$ cat src/rtl/fifo_src_pkg.sv
// fifo_src_pkg: shared state encoding and helpers for fifo_in_source
package fifo_src_pkg;
  typedef enum logic [1:0] {
    IDLE  = 2'd0,
    RUN   = 2'd1,
    DRAIN = 2'd2,
    DONE  = 2'd3
  } state_t;
  function automatic logic [15:0] sat_inc16(input logic [15:0] v);
    return &v ? v : v + 16'd1;
  endfunction
endpackage

$ cat src/rtl/fifo_src_buf.sv
// fifo_src_buf: DEPTH-entry circular word buffer with push, pop, full and empty
module fifo_src_buf #(
  parameter int W     = 32,
  parameter int DEPTH = 4
) (
  input  logic         clk,
  input  logic         reset,
  input  logic         push,
  input  logic         pop,
  input  logic [W-1:0] wdata,
  output logic [W-1:0] rdata,
  output logic         full,
  output logic         empty
);
  localparam int AW = $clog2(DEPTH);
  logic [W-1:0] mem [DEPTH];
  logic [AW:0] wr_ptr, rd_ptr;
  // the extra pointer bit separates full (wrapped once) from empty
  assign empty = wr_ptr == rd_ptr;
  assign full  = (wr_ptr ^ rd_ptr) == {1'b1, {AW{1'b0}}};
  assign rdata = empty ? '0 : mem[rd_ptr[AW-1:0]];
  always_ff @(posedge clk or posedge reset)
    if (reset) begin
      wr_ptr <= '0;
      rd_ptr <= '0;
    end else begin
      if (push) wr_ptr <= wr_ptr + (AW+1)'(1);
      if (pop) rd_ptr <= rd_ptr + (AW+1)'(1);
    end
  always_ff @(posedge clk)
    if (push) mem[wr_ptr[AW-1:0]] <= wdata;
endmodule

$ cat src/rtl/fifo_in_source.sv
// fifo_in_source: packs sample pairs into words and streams a burst to an Avalon-ST sink
module fifo_in_source
  import fifo_src_pkg::*;
#(
  parameter int SMP_W       = 16,
  parameter int BURST_WORDS = 1024,
  parameter int DEPTH       = 4
) (
  input  logic               clk,
  input  logic               reset,
  input  logic               enable,
  input  logic               smp_valid,
  input  logic [SMP_W-1:0]   smp_data,
  output logic               out_valid,
  output logic [2*SMP_W-1:0] out_data,
  input  logic               out_ready,
  output logic               busy,
  output logic               done,
  output logic               overflow,
  output logic [15:0]        drop_cnt
);
  state_t state, state_n;
  logic enable_q, half, start, stop, accept, push, pop, drop, full, empty;
  logic [SMP_W-1:0] lo;
  logic [15:0] wcnt;
  assign start  = enable & ~enable_q;
  assign stop   = !enable || wcnt == 16'(BURST_WORDS);
  assign accept = state == RUN && !stop && smp_valid;
  assign pop    = out_valid && out_ready;
  // a full buffer still takes a word when the head leaves in the same cycle
  assign push   = accept && half && (!full || pop);
  assign drop   = accept && half && full && !pop;
  assign out_valid = !empty;
  fifo_src_buf #(.W(2*SMP_W), .DEPTH(DEPTH)) u_buf (
    .clk  (clk),
    .reset(reset),
    .push (push),
    .pop  (pop),
    .wdata({smp_data, lo}),
    .rdata(out_data),
    .full (full),
    .empty(empty)
  );
  always_comb begin
    state_n = (state == IDLE && start) ? RUN :
              (state == RUN && stop) ? DRAIN :
              (state == DRAIN && empty) ? DONE :
              (state == DONE && !enable) ? IDLE : state;
    busy = state == RUN || state == DRAIN;
    done = state == DONE;
  end
  always_ff @(posedge clk or posedge reset)
    if (reset) begin
      state    <= IDLE;
      enable_q <= 1'b0;
      half     <= 1'b0;
      lo       <= '0;
      wcnt     <= '0;
      overflow <= 1'b0;
      drop_cnt <= '0;
    end else begin
      state    <= state_n;
      enable_q <= enable;
      if (state == IDLE && start) begin
        wcnt     <= '0;
        half     <= 1'b0;
        overflow <= 1'b0;
        drop_cnt <= '0;
      end else begin
        if (accept) half <= ~half;
        if (accept && !half) lo <= smp_data;
        if (push) wcnt <= wcnt + 16'd1;
        if (drop) overflow <= 1'b1;
        if (drop) drop_cnt <= sat_inc16(drop_cnt);
      end
    end
endmodule

$ cat config.mk
export PLATFORM = sky130hd
export DESIGN_NAME = fifo_in_source
export DESIGN_NICKNAME = d
export VERILOG_FILES = /design/src/rtl/fifo_src_pkg.sv /design/src/rtl/fifo_src_buf.sv /design/src/rtl/fifo_in_source.sv
export SDC_FILE = /design/constraint.sdc
export NUM_CORES = 1
export LEC_CHECK = 0
export BUFFER_PORTS_ARGS = -buffer_cell sky130_fd_sc_hd__buf_2
export CORE_ASPECT_RATIO = 0.9
export CORE_MARGIN = 5
export CORE_UTILIZATION = 40
export CTS_BUF_LIST = sky130_fd_sc_hd__clkbuf_4
export DETAILED_ROUTE_END_ITERATION = 8
export PLACE_DENSITY = 0.68
export SLEW_MARGIN = 20
export SYNTH_ARGS = -nofsm -noshare
export SYNTH_HDL_FRONTEND = slang
export SYNTH_SLANG_ARGS = --single-unit
$ cat constraint.sdc
create_clock -name clk -period 3.1 [get_ports clk]
set_input_delay 0.93 -clock clk [delete_from_list [all_inputs] [get_ports clk]]
set_output_delay 0.93 -clock clk [all_outputs]
set_load 0.02 [all_outputs]
-- Yosys cells after proc, flatten, opt, wreduce, memory -nomap -nowiden
Memory sizes are Yosys's and may differ from the RTL's.
Cells that the tools add are included.
- flip-flop bits (word level): 59
- RAM bits: 128
- memories: 1
- memory list (name ; words ; bits a word ; read ports ; clocked after memory_dff ; wr ports ; line ; source):
    u_buf.mem ; 4 ; 32 ; 1 ; 0 ; 1 ; fifo_src_buf.sv:16 ; logic [W-1:0] mem [DEPTH];
- $add $sub $neg: 4
- eq/ne operators: 7
- multiplexer cells: 16
- bitwise operators: 5
- reduce and logical (&&, ||, !) cells: 29
- operators with widths (cell ; number):
    16-bit 2-to-1 mux ; 5
    16-bit by 1-bit adder with 16-bit output (second input constant) ; 2
    32-bit 2-to-1 mux ; 1
    16-bit by 11-bit equality test with 1-bit output (second input constant) ; 1
    16-bit AND reduction ; 1
    1-bit logical AND ; 12
    2-bit 2-to-1 mux ; 4
    3-bit by 1-bit adder with 3-bit output (second input constant) ; 2
    1-bit logical NOT ; 6
    1-bit 2-to-1 mux ; 6
    2-bit nonzero test ; 3
    2-bit equality test (second input constant) ; 2
    2-bit AND reduction ; 2
    4-bit nonzero test ; 1
    3-bit equality test ; 1
    3-bit equality test (second input constant) ; 1
    1-bit logical OR ; 3
    1-bit NOT ; 3
    3-bit XOR ; 1
    2-bit by 1-bit equality test with 1-bit output (second input constant) ; 1
    2-bit logical NOT ; 1
    2-bit != test (second input constant) ; 1
    1-bit AND ; 1

-- Longest topological paths before layout
Gate-level depths: netlist of the first run.
- depth after elaboration: 10
- depth in mapped cells: 9

-- Cells and area by module
From an unflattened synthesis of the first run, not the netlist that was laid out.
- cells, all modules: 501
- area total of the unflattened synthesis: 8039.0 um2
- by module, submodules not included (module ; times used ; cells an instance ; area an instance (um2) ; seq. area each (um2)):
    fifo_src_buf ; 1 ; 241 ; 5367.6 ; 3993.8
    fifo_in_source ; 1 ; 260 ; 2671.3 ; 1326.3

-- Worst setup path after synthesis of the first run
Ideal clock, no wire load.
- kind: input -> register
- from: input smp_valid
- to: memory u_buf.mem[2][0] (enable)
- library setup time: 392 ps
- arrival time: 2523 ps
- data required time: 2708 ps
- slack: 185 ps
- stages: 5
- path through: and4_1 o41ai_1 nor2_1 clkbuf_1 and2_1
- cells in the longest elaborated chain, start to end: 5
- RTL lines (item ; line ; source):
    from (decl) ; fifo_in_source.sv:12 ; input logic smp_valid,
    1-bit logical AND ; fifo_in_source.sv:28 ; assign accept = state == RUN && !stop && smp_valid;
    1-bit logical AND (2 in a row) ; fifo_in_source.sv:31 ; assign push = accept && half && (!full || pop);
    1-bit 2-to-1 mux ; fifo_src_buf.sv:31 ; if (push) mem[wr_ptr[AW-1:0]] <= wdata;
    1-bit 2-to-1 mux (implied by the code) ; fifo_src_buf.sv:31 ;
    to (decl) ; fifo_src_buf.sv:16 ;
Every way passes these cells.

-- Worst setup path in the final report of the first run
- from: register u_buf.rd_ptr[0]
- to: output out_data[10]
- cells in the longest elaborated chain, start to end: 2
- elaborated cells on any way between the ends: 3
- RTL lines (item ; line ; source):
    from (decl) ; fifo_src_buf.sv:17 ; logic [AW:0] wr_ptr, rd_ptr;
    from (signal assigned) ; fifo_src_buf.sv:28 ; if (pop) rd_ptr <= rd_ptr + (AW+1)'(1);
    memory read 4 x 32 bit / 3-bit equality test (equally long branches) ; - ;
    32-bit 2-to-1 mux * ; fifo_src_buf.sv:21 ; assign rdata = empty ? '0 : mem[rd_ptr[AW-1:0]];
    to (decl) ; fifo_in_source.sv:15 ; output logic [2*SMP_W-1:0] out_data,
Every way passes the cells marked *; elsewhere a longest branch is shown, timed or not.

==> qor.csv, run 1 <==
stage;metric;value;unit
run_status;outcome;complete, no violations;
sta;Worst Tran Pin Value;0.856;ns
clocking;CTS Root Cell;clkbuf_4;
global_route;first-pass GRT wire length;26300;um
global_route;antenna violations before repair;1;
clocking;clock-pin transition on the worst setup and hold timing paths;0.16;ns
layout;layout cell share with drive strength beyond 1;0.321;
setup_path;reg2reg end;drop_cnt[4];
synth;post-synthesis sequential area ratio;0.673;
sta;RSZ-0062 raised after global routing;true;
global_route;total track usage;0.151;
sta;period utilization;0.985;
synth;Most used DFF post-synth;edfxtp_1;
placement;DP Area;8650;um^2
clocking;H-tree levels;4;
synth;Synth Area in XOR/XNOR;0.0231;
synth;largest family of logic cells by synthesized area;multiplexers;
setup_path;worst r2r path cells;7;
layout;Non-Filler Instances;857;
route;drc violations;0;
clocking;clk sinks;187;
floorplan;num ports;73;
setup_path;Crit Path Class;register to output pin;
synth;synth top area cells;edfxtp_1 49%, dfrtp_1 19%, mux4_2 9.1%;
synth;post-synthesis net count;533;
synth;multiplexer area fraction after synthesis;0.120;
synth;Yosys top cell area share;0.486;
synth;Avg Inst Size Synth;15.8;um^2
layout;diode count;0;
synth;ys async rst share;0.316;
synth;Yosys reg bits;187;
floorplan;die area;22700;um^2
route;vias per inst;5.47;
global_route;largest net degree at the start of global routing;38;
sta;Achievable Freq;327;MHz
synth;Post-synth EDFFs;128;
sta;# setup viols final;0;
synth;synthesized area;7900;um^2
setup_path;crit path from;u_buf.rd_ptr[0];
pwr;leak pwr;3.49;nW
setup_path;crit-path max FO;8;
synth;Distinct cells, synth;44;
sta;max_slew headroom;0.422;
setup_path;setup slack, reg-to-reg;0.56;ns
floorplan;Initial Util;0.410;
route;1st-pass router iterations;4;
setup_path;Crit Reg-Reg Startpoint;u_buf.rd_ptr[0];
global_route;grt ovf;0;
layout;post-route cell area;9250;um^2
route;Final Routed Wirelength;16600;um
clocking;CTS tree;built;
pwr;PwrDens;831;nW/um^2
sta;Slew Limit Fails;0;
floorplan;Die H;143;um
layout;post-layout net count;627;
synth;compound-gate portion of the synthesized area;0.0293;
synth;Yosys warning count;0;
min_path;Hold Crit Class;input pin to async pin;
pwr;worst vdd ir;0.000373;V
sta;Clock Skew;0.0219;ns
clocking;cts hold-fix bufs;0;
setup_path;Critical path destination;out_data[10];
route;Vias;4687;
sta;fin crit period;3.05;ns
setup_path;CP required;2.17;ns
floorplan;Core ar.;19300;um^2
synth;synthesized-area fraction occupied by adder cells;0.0190;
global_route;vias in the first global route;4902;
synth;Syn Inst Count;500;
sta;Fin. Hold Viols;0;
setup_path;WP data arrival;2.12;ns
clocking;number of buffers created by CTS;17;
placement;port bufs;72;
route;Iter 0 DRT Violations;325;
setup_path;Worst Setup End Kind;output pin;
floorplan;Die Wd;158;um
flow_run;max_cap viols;0;
layout;Layout area overhead;17.1;%
placement;routability cong.;0.907;
route;WL per Instance;19.4;um
layout;most frequent cells in the layout;128 x edfxtp_1, 61 x buf_2, 58 x dfrtp_1, 32 x mux4_2, 27 x nor2b_1;
synth;Synth area leader;edfxtp_1;
placement;DP Cell Count;811;
route;Routed Antenna Nets;0;
setup_path;crit path launch type;register;
synth;post-synthesis simple-gate area fraction;0.116;
sta;Hold WS;0.419;ns
layout;commonest non-fill, non-tap cell in the layout;edfxtp_1;
floorplan;# rows;48;
clocking;Clock Latency Late Sink;0.57;ns
clocking;Max clock buf depth;2;
placement;post-DP HPWL;9730;um
==> layer usage <==
layer / up-vias / GRT usage / share of wire
met5: - / 0 / 0.00078
met4: 2 / 0.0283 / 0.0072
met3: 17 / 0.0434 / 0.055
met2: 113 / 0.254 / 0.50
met1: 2450 / 0.200 / 0.43
li1: 2105 / - / -
==> Yosys cell counts, types with 6 or more instances <==
| master | instances |
|---|---|
| dfrtp_1 | 59 |
| mux2_2 | 17 |
| buf_2 | 6 |
| nor2b_1 | 32 |
| nor4_1 | 6 |
| edfxtp_1 | 128 |
| or4_1 | 8 |
| nand3_1 | 11 |
| o21ai_0 | 6 |
| inv_1 | 9 |
| ha_1 | 12 |
| nand2_1 | 26 |
| mux4_2 | 32 |
| o31ai_1 | 7 |
| a21oi_1 | 13 |
| clkbuf_1 | 16 |
| nor2_1 | 19 |
| nand4_1 | 11 |
| and2_1 | 6 |
| xnor2_1 | 15 |
| and4_1 | 6 |
==> sequential cells by signal, indices dropped and copies added (netlist names), 2 cells and up <==
signal,count
u_buf.mem,128
lo,16
state,2
drop_cnt,16
u_buf.rd_ptr,3
wcnt,16
u_buf.wr_ptr,3
==> cells by family (layout without fill, tap and decap cells) <==
family                     count (synthesis)  in the layout
DFF                                      187            187
xor gates and xnor gates                  20             20
AOI/OAI and AO/OA                         36             36
adders and majority gates                 12             12
and+or+nand+nor                          158            158
muxes                                     53             53
buffers and inverters                     34            141
==> report_power, final <==
group | internal (W) | switching [W]
clock network | 0.000429 | 0.000861
registers | 0.00299 | 0.000215
logic | 0.00153 | 0.00166
total | 0.00496 | 0.00274
==> worst min path at each step <==
stage               startpoint               to  slack, ns  depth (start not counted)
2_1_floorplan  u_buf.rd_ptr[2]  u_buf.rd_ptr[2]       0.46                          1
3_3_place_gp          overflow         overflow       0.47                          1
3_5_place_dp          overflow         overflow       0.48                          1
4_1_cts                  reset            lo[8]       0.39                          2
5_1_grt                  reset            lo[8]       0.39                          2
6_report                 reset            lo[8]       0.42                          2
==> layout make-up <==
cell class / count / area [um^2]
timing repair buffer: 100 / 802
sequential: 187 / 5320
clock buffer: 18 / 135
multi-input combinational: 279 / 2510
clock inverter: 14 / 136
fill: 1653 / 10000
tap: 250 / 313
inverter: 9 / 33.8
==> through the flow <==
stage                     power (W)  utilization  setup slack [ns]  TNS [ns]
after floorplan             0.00501            -             0.185         0
after detailed placement    0.00585        0.449             0.328         0
after CTS                   0.00742        0.471           -0.0310    -0.172
final                       0.00769        0.480            0.0454         0
after global placement      0.00577        0.449             0.385         0
after global routing        0.00813        0.480           -0.0901     -2.53
==> critical path: stages, from the launching register on <==
cell and delay [ns]:
dfrtp_2 0.44, buf_12 0.16, xor2_4 0.17, nor3b_4 0.22
buf_4 0.19, clkbuf_16 0.17, nor2b_1 0.05, buf_2 0.15
==> what timing repair did <==
action | in CTS | in global routing
pin swaps | 0 | 2
resized for setup | 9 | 22
endpoints found under the setup margin | 33 | 33
setup buffers | 3 | 5
gates cloned | 3 | 3
hold endpoints to repair | 0 | 0
Power figures use the tool's default switching activity.
==> run 2, diff against run 1 <==
- GPL_TIMING_DRIVEN: default -> 0
- SYNTH_HIERARCHICAL: default -> 1
==> run 2 against run 1 <==
Clock-buffer cell count stayed put. Clock power is essentially flat. Fmax is 0.65% lower. Design area rose by 0.89%. Critical endpoint is now out_data[22]. Largest power group is now combinational logic.
==> qor.csv, run 2 <==
stage;metric;value;unit
run_status;outcome;complete, no violations;
global_route;largest net degree at the start of global routing;54;
synth;Distinct cells, synth;56;
sta;period utilization;0.992;
clocking;clock-pin transition on the worst setup and hold timing paths;0.15;ns
route;Final Routed Wirelength;18100;um
setup_path;WP data arrival;2.14;ns
synth;cell with the most instances after synthesis;edfxtp_1;
synth;Post-synth EDFFs;128;
global_route;vias in the first global route;5026;
layout;post-layout net count;640;
pwr;Clk pwr share;0.162;
route;WL per Instance;20.7;um
synth;Avg Inst Size Synth;16.0;um^2
synth;Syn Inst Count;501;
synth;Yosys warning count;6;
layout;diode count;0;
clocking;H-tree levels;4;
clocking;Clock Latency Late Sink;0.58;ns
floorplan;# rows;49;
synth;synth cell count leaders;128 x edfxtp_1, 59 x dfrtp_1, 33 x o31a_1;
setup_path;Critical-path top delay cell;mux4_2;
layout;Layout area overhead;16.1;%
synth;multiplexer area fraction after synthesis;0.115;
setup_path;Crit Path Class;register to output pin;
route;Routed Antenna Nets;0;
synth;post-synthesis simple-gate area fraction;0.0834;
layout;max FFs per register;128;
setup_path;Crit path max-delay family;multiplexers;
pwr;Net Sw Frac;0.386;
layout;commonest non-fill, non-tap cell in the layout;edfxtp_1;
synth;Synth area leader;edfxtp_1;
floorplan;Core ar.;19900;um^2
layout;# fillers;1751;
synth;post-synthesis sequential area ratio;0.662;
sta;fin crit period;3.07;ns
route;drc violations;0;
setup_path;CP cell instances;buf_8, buf_12, mux4_2, o31a_1, buf_2;
synth;synthesized-area fraction occupied by adder cells;0.0187;
global_route;antenna violations before repair;0;
sta;Slew Limit Fails;0;
clocking;CTS Root Cell;clkbuf_4;
pwr;Sequential Power Share;0.399;
setup_path;Critical path buffers and inverters;3;
clocking;number of buffers created by CTS;17;
floorplan;die area;23000;um^2
pwr;Comb pwr share;0.440;
pwr;leak pwr;3.50;nW
synth;post-synthesis net count;534;
synth;Yosys top cell area share;0.478;
route;1st-pass router iterations;5;
placement;post-DP HPWL;11000;um
pwr;P_sw;0.00312;W
synth;largest family of logic cells by synthesized area;multiplexers;
sta;Achievable Freq;325;MHz
setup_path;crit-path max FO;10;
global_route;first-pass GRT wire length;28500;um
sta;max_slew headroom;0.525;
sta;# setup viols final;0;
flow_run;max_cap viols;0;
route;vias per inst;5.57;
setup_path;slowest cell delay on critical path;0.52;ns
sta;Fin. Hold Viols;0;
layout;Seq. cell area;5320;um^2
layout;most frequent cells in the layout;128 x edfxtp_1, 66 x buf_2, 59 x dfrtp_1, 33 x o31a_1, 30 x mux4_2;
pwr;internal power;0.00497;W
clocking;CTS tree;built;
sta;Worst Tran Pin Value;0.713;ns
synth;synthesized area;8040;um^2
setup_path;crit path launch type;register;
synth;ys async rst share;0.316;
synth;compound-gate portion of the synthesized area;0.0632;
layout;Non-Filler Instances;875;
placement;port bufs;72;
floorplan;num ports;73;
floorplan;Die Wd;159;um
route;Iter 0 DRT Violations;284;
placement;DP Cell Count;828;
floorplan;Initial Util;0.405;
pwr;PwrDens;867;nW/um^2
setup_path;CP required;2.17;ns
pwr;total power;0.00809;W
synth;Yosys reg bits;187;
sta;RSZ-0062 raised after global routing;true;
floorplan;Die H;144;um
sta;Clock Skew;0.0401;ns
setup_path;Worst Setup End Kind;output pin;
synth;Most used DFF post-synth;edfxtp_1;
placement;routability cong.;0.816;
global_route;grt ovf;0;
clocking;Max clock buf depth;2;
global_route;total track usage;0.160;
min_path;Hold Crit Class;input pin to async pin;
layout;layout cell share with drive strength beyond 1;0.319;
pwr;worst vdd ir;0.000545;V
synth;Synth Area in XOR/XNOR;0.0289;
route;Vias;4872;
layout;area of the multi-input gates;2580;um^2
clocking;clk sinks;187;
synth;synth top area cells;edfxtp_1 48%, dfrtp_1 18%, mux4_2 8.1%;
## run 2: final cells by class
cell class | instances | share of cell area
flip-flops and latches | 187 | 0.570
well taps | 255 | 0.0342
plain buffers | 26 | 0.0235
repair buffers | 84 | 0.0619
multi-input cells | 279 | 0.276
clock inverters | 14 | 0.0146
clock buffers | 18 | 0.0145
inverters | 12 | 0.00509
## run 2: final timing paths
check	cells after the start	from	endpoint	slack [ns]
hold / removal	2	reset	u_buf/rd_ptr[0]	0.30
max in group asynchronous	2	reset	wcnt[10]	2.12
setup reg to reg	9	u_buf/rd_ptr[1]	u_buf/mem[1][14]	0.22
min in group clk	0	lo[6]	u_buf/mem[0][6]	0.53
setup / recovery	5	u_buf/rd_ptr[0]	out_data[22]	0.03
hold reg to reg	0	lo[6]	u_buf/mem[0][6]	0.53
## run 2: what timing repair did
| action | 4_1_cts | 5_1_grt |
|---|---|---|
| cloned | 4 | 0 |
| hold buffers | 0 | 0 |
| setup buffers | 2 | 10 |
| setup endpoints to repair | 171 | 168 |
| pin swaps | 5 | 3 |
| gates resized for setup | 20 | 37 |
## run 2: per-stage QoR
stage	setup TNS [ns]	util	instance area [um^2]	setup slack, ns	hold slack, ns
2_1_floorplan	0	-	8040	0.162	0.471
3_3_place_gp	-81.48	0.439	8720	-0.637	0.480
3_5_place_dp	-90.70	0.439	8730	-0.708	0.504
4_1_cts	-0.779	0.458	9100	-0.0664	0.263
5_1_grt	-1.67	0.470	9340	-0.103	0.260
6_report	0	0.470	9340	0.0255	0.302
## run 2: layer usage
metal  part of all wire  vias to the layer above  GRT usage  routed length, um
met3              0.062                        9     0.0402               1130
li1                   -                     2179          -                  -
met1               0.43                     2503      0.212               7770
met4             0.0051                        0     0.0310                 93
met5                  0                        -          0                  0
met2               0.50                      181      0.275               9140
## run 2: kinds of logic (layout without fill, tap and decap cells)
kind of cell / count (synthesis) / in the layout
and+or+nand+nor: 124 / 128
DFF: 187 / 187
muxes: 49 / 49
buffers and inverters: 39 / 154
adders and majority gates: 12 / 12
xor gates and xnor gates: 24 / 24
AOI/OAI and AO/OA: 66 / 66
## run 2: power groups by stage
stage	clock network (W)	registers, W	logic, W
after floorplan	0	0.00320	0.00220
after global placement	0	0.00323	0.00308
after detailed placement	0	0.00327	0.00314
after CTS	0.00133	0.00322	0.00331
after global routing	0.00144	0.00326	0.00378
final	0.00131	0.00323	0.00356
==> run 3, diff against run 2 <==
- ABC_AREA: default -> 1
- CTS_CLUSTER_DIAMETER: default -> 200
- clock period: 3.1 -> 4 ns (I/O delays scaled with it)
==> run 3 against run 2 <==
Clock skew decreased by 0.026 ns. Clock-buffer cell count decreased by 1. Utilization decreased by 1.2 points. Sequential power decreased by 23%. Design area increased by 11%. Highest routed layer is now met5. Combinational power decreased by 31%.
==> qor.csv, run 3 <==
stage;metric;value;unit
synth;Most used DFF post-synth;edfxtp_1;
route;Final Routed Wirelength;20100;um
sta;# setup viols final;0;
setup_path;crit-path max FO;10;
route;Iter 0 DRT Violations;575;
floorplan;Die H;154;um
sta;Hold WS;0.530;ns
clocking;Post-CTS Setup Bufs;0;
floorplan;num ports;73;
route;vias per inst;4.69;
pwr;Net Sw Frac;0.420;
route;Routed Antenna Nets;0;
sta;RSZ-0062 raised after global routing;false;
floorplan;# rows;52;
setup_path;Worst Setup End Kind;output pin;
synth;Synth area leader;edfxtp_1;
pwr;Sequential Power Share;0.415;
flow_run;max_cap viols;0;
placement;post-DP HPWL;13800;um
sta;Slew Limit Fails;0;
clocking;Max clock buf depth;2;
clocking;CTS tree;built;
sta;Fin. Hold Viols;0;
layout;most frequent cells in the layout;334 x nand2_1, 154 x inv_1, 128 x edfxtp_1, 116 x nand3_1, 84 x buf_2;
synth;Avg Inst Size Synth;9.05;um^2
sta;Worst Tran Pin Value;0.716;ns
global_route;total track usage;0.157;
setup_path;WP data arrival;2.22;ns
floorplan;die area;26200;um^2
pwr;total power;0.00601;W
run_status;outcome;complete, no violations;
global_route;first-pass GRT wire length;32700;um
setup_path;setup slack, reg-to-reg;0.62;ns
setup_path;Crit Reg-Reg Startpoint;u_buf/rd_ptr[1];
clocking;clk sinks;187;
layout;commonest non-fill, non-tap cell in the layout;nand2_1;
placement;routability cong.;0.862;
synth;Yosys warning count;6;
min_path;Hold Path Cell Cnt;2;
clocking;cts hold-fix bufs;0;
synth;Yosys reg bits;187;
synth;synthesized area;9210;um^2
synth;Post-synth EDFFs;128;
pwr;Clk pwr share;0.177;
layout;layout cell share with drive strength beyond 1;0.189;
floorplan;Die Wd;170;um
setup_path;Critical path destination;out_data[24];
min_path;Hold Crit Class;register to register;
setup_path;worst r2r path cells;15;
route;Vias;6669;
synth;post-synthesis net count;1051;
sta;Clock Skew;0.0140;ns
global_route;grt ovf;0;
sta;setup_tns;0;ns
placement;port bufs;72;
route;drc violations;0;
sta;period utilization;0.854;
layout;post-route cell area;10300;um^2
sta;fin crit period;3.42;ns
layout;max FFs per register;128;
floorplan;Initial Util;0.408;
sta;Achievable Freq;293;MHz
synth;ys async rst share;0.316;
pwr;P_sw;0.00253;W
synth;Syn Inst Count;1018;
global_route;antenna violations before repair;2;
clocking;H-tree levels;4;
clocking;# resized after CTS;0;
synth;Distinct cells, synth;33;
sta;max_slew headroom;0.523;
setup_path;CP required;2.80;ns
global_route;largest net degree at the start of global routing;54;
synth;synth cell count leaders;334 x nand2_1, 159 x inv_1, 128 x edfxtp_1;
route;1st-pass router iterations;5;
synth;Yosys top cell area share;0.417;
clocking;clock-pin transition on the worst setup and hold timing paths;0.17;ns
placement;DP Area;10000;um^2
synth;cell with the most instances after synthesis;nand2_1;
pwr;internal power;0.00349;W
setup_path;crit path launch type;register;
global_route;vias in the first global route;6187;
pwr;Comb pwr share;0.408;
layout;Layout area overhead;12.3;%
pwr;PwrDens;581;nW/um^2
clocking;CTS Root Cell;clkbuf_4;
setup_path;Crit Path Class;register to output pin;
layout;Seq. cell area;5320;um^2
setup_path;reg2reg end;u_buf/mem[0][28];
clocking;Clock Latency Late Sink;0.56;ns
layout;diode count;0;
synth;synth top area cells;edfxtp_1 42%, dfrtp_1 16%, nand2_1 14%;
floorplan;Core ar.;22600;um^2
synth;post-synthesis sequential area ratio;0.577;
layout;area of the multi-input gates;2790;um^2
route;WL per Instance;14.1;um
layout;# fillers;2126;
setup_path;crit path from;u_buf/rd_ptr[1];
pwr;worst vdd ir;0.000321;V
layout;post-layout net count;1146;
pwr;leak pwr;5.22;nW
clocking;number of buffers created by CTS;17;
run 3: changes by cell type in the layout (fill, tap and decap cells not counted), sizes merged, moves of 17 or more:
cell / change
nand2: +313
nor2: +18
mux2: -17
nand3: +104
o31a: -33
inv: +199
mux4: -32
run 3: per-layer routing:
layer | vias to the layer above | share of wire | GRT usage
met2 | 169 | 0.47 | 0.252
met4 | 4 | 0.0060 | 0.0240
met1 | 3123 | 0.46 | 0.220
met3 | 13 | 0.062 | 0.0408
li1 | 3360 | - | -
met5 | - | 0.0015 | 0
run 3: how the worst min path moves through the flow:
stage | to | startpoint
floorplan | u_buf/mem[0][0] | lo[0]
global placement | overflow | overflow
detailed placement | overflow | overflow
CTS | u_buf/rd_ptr[1] | reset
global route | u_buf/wr_ptr[2] | reset
finish | overflow | overflow
run 3: stage by stage:
stage                     instances  utilization  worst slack (ns)
after global placement         1387        0.440            -0.295
after global routing           1423        0.458             0.235
after floorplan                1018            -             0.650
after CTS                      1423        0.458             0.550
final                          1423        0.458             0.585
after detailed placement       1391        0.445             0.357
run 3: cell type report:
cell class / count / share of cell area
buffer: 39 / 0.0297
inverter: 211 / 0.0773
multi-input combinational: 581 / 0.269
timing repair buffer: 76 / 0.0440
sequential: 187 / 0.514
tap: 297 / 0.0359
clock inverter: 15 / 0.0172
clock buffer: 17 / 0.0123
run 3: cell families (layout without fill, tap and decap cells):
family / after synthesis / after routing / synth area share
AND/OR/NAND/NOR: 532 / 532 / 0.256
flip-flops: 187 / 187 / 0.577
XOR/XNOR: 25 / 25 / 0.0238
AO/OA/AOI/OAI: 12 / 12 / 0.00679
buffers and inverters: 250 / 358 / 0.120
adder cells (fa/ha/maj): 12 / 12 / 0.0163
run 3: worst max-delay path, stage by stage (launching register included):
cell	delay [ns]
dfrtp_1	0.38
buf_4	0.17
clkbuf_1	0.50
nand3_1	0.15
nand2_1	0.10
nand2_1	0.05
inv_1	0.11
buf_2	0.18
run 3: power by group through the flow:
stage	sequential, W	clock (W)	combinational, W
after floorplan	0.00249	0	0.00172
after global placement	0.00253	0	0.00243
after detailed placement	0.00254	0	0.00248
after CTS	0.00249	0.00109	0.00249
after global routing	0.00253	0.00119	0.00274
final	0.00249	0.00107	0.00245
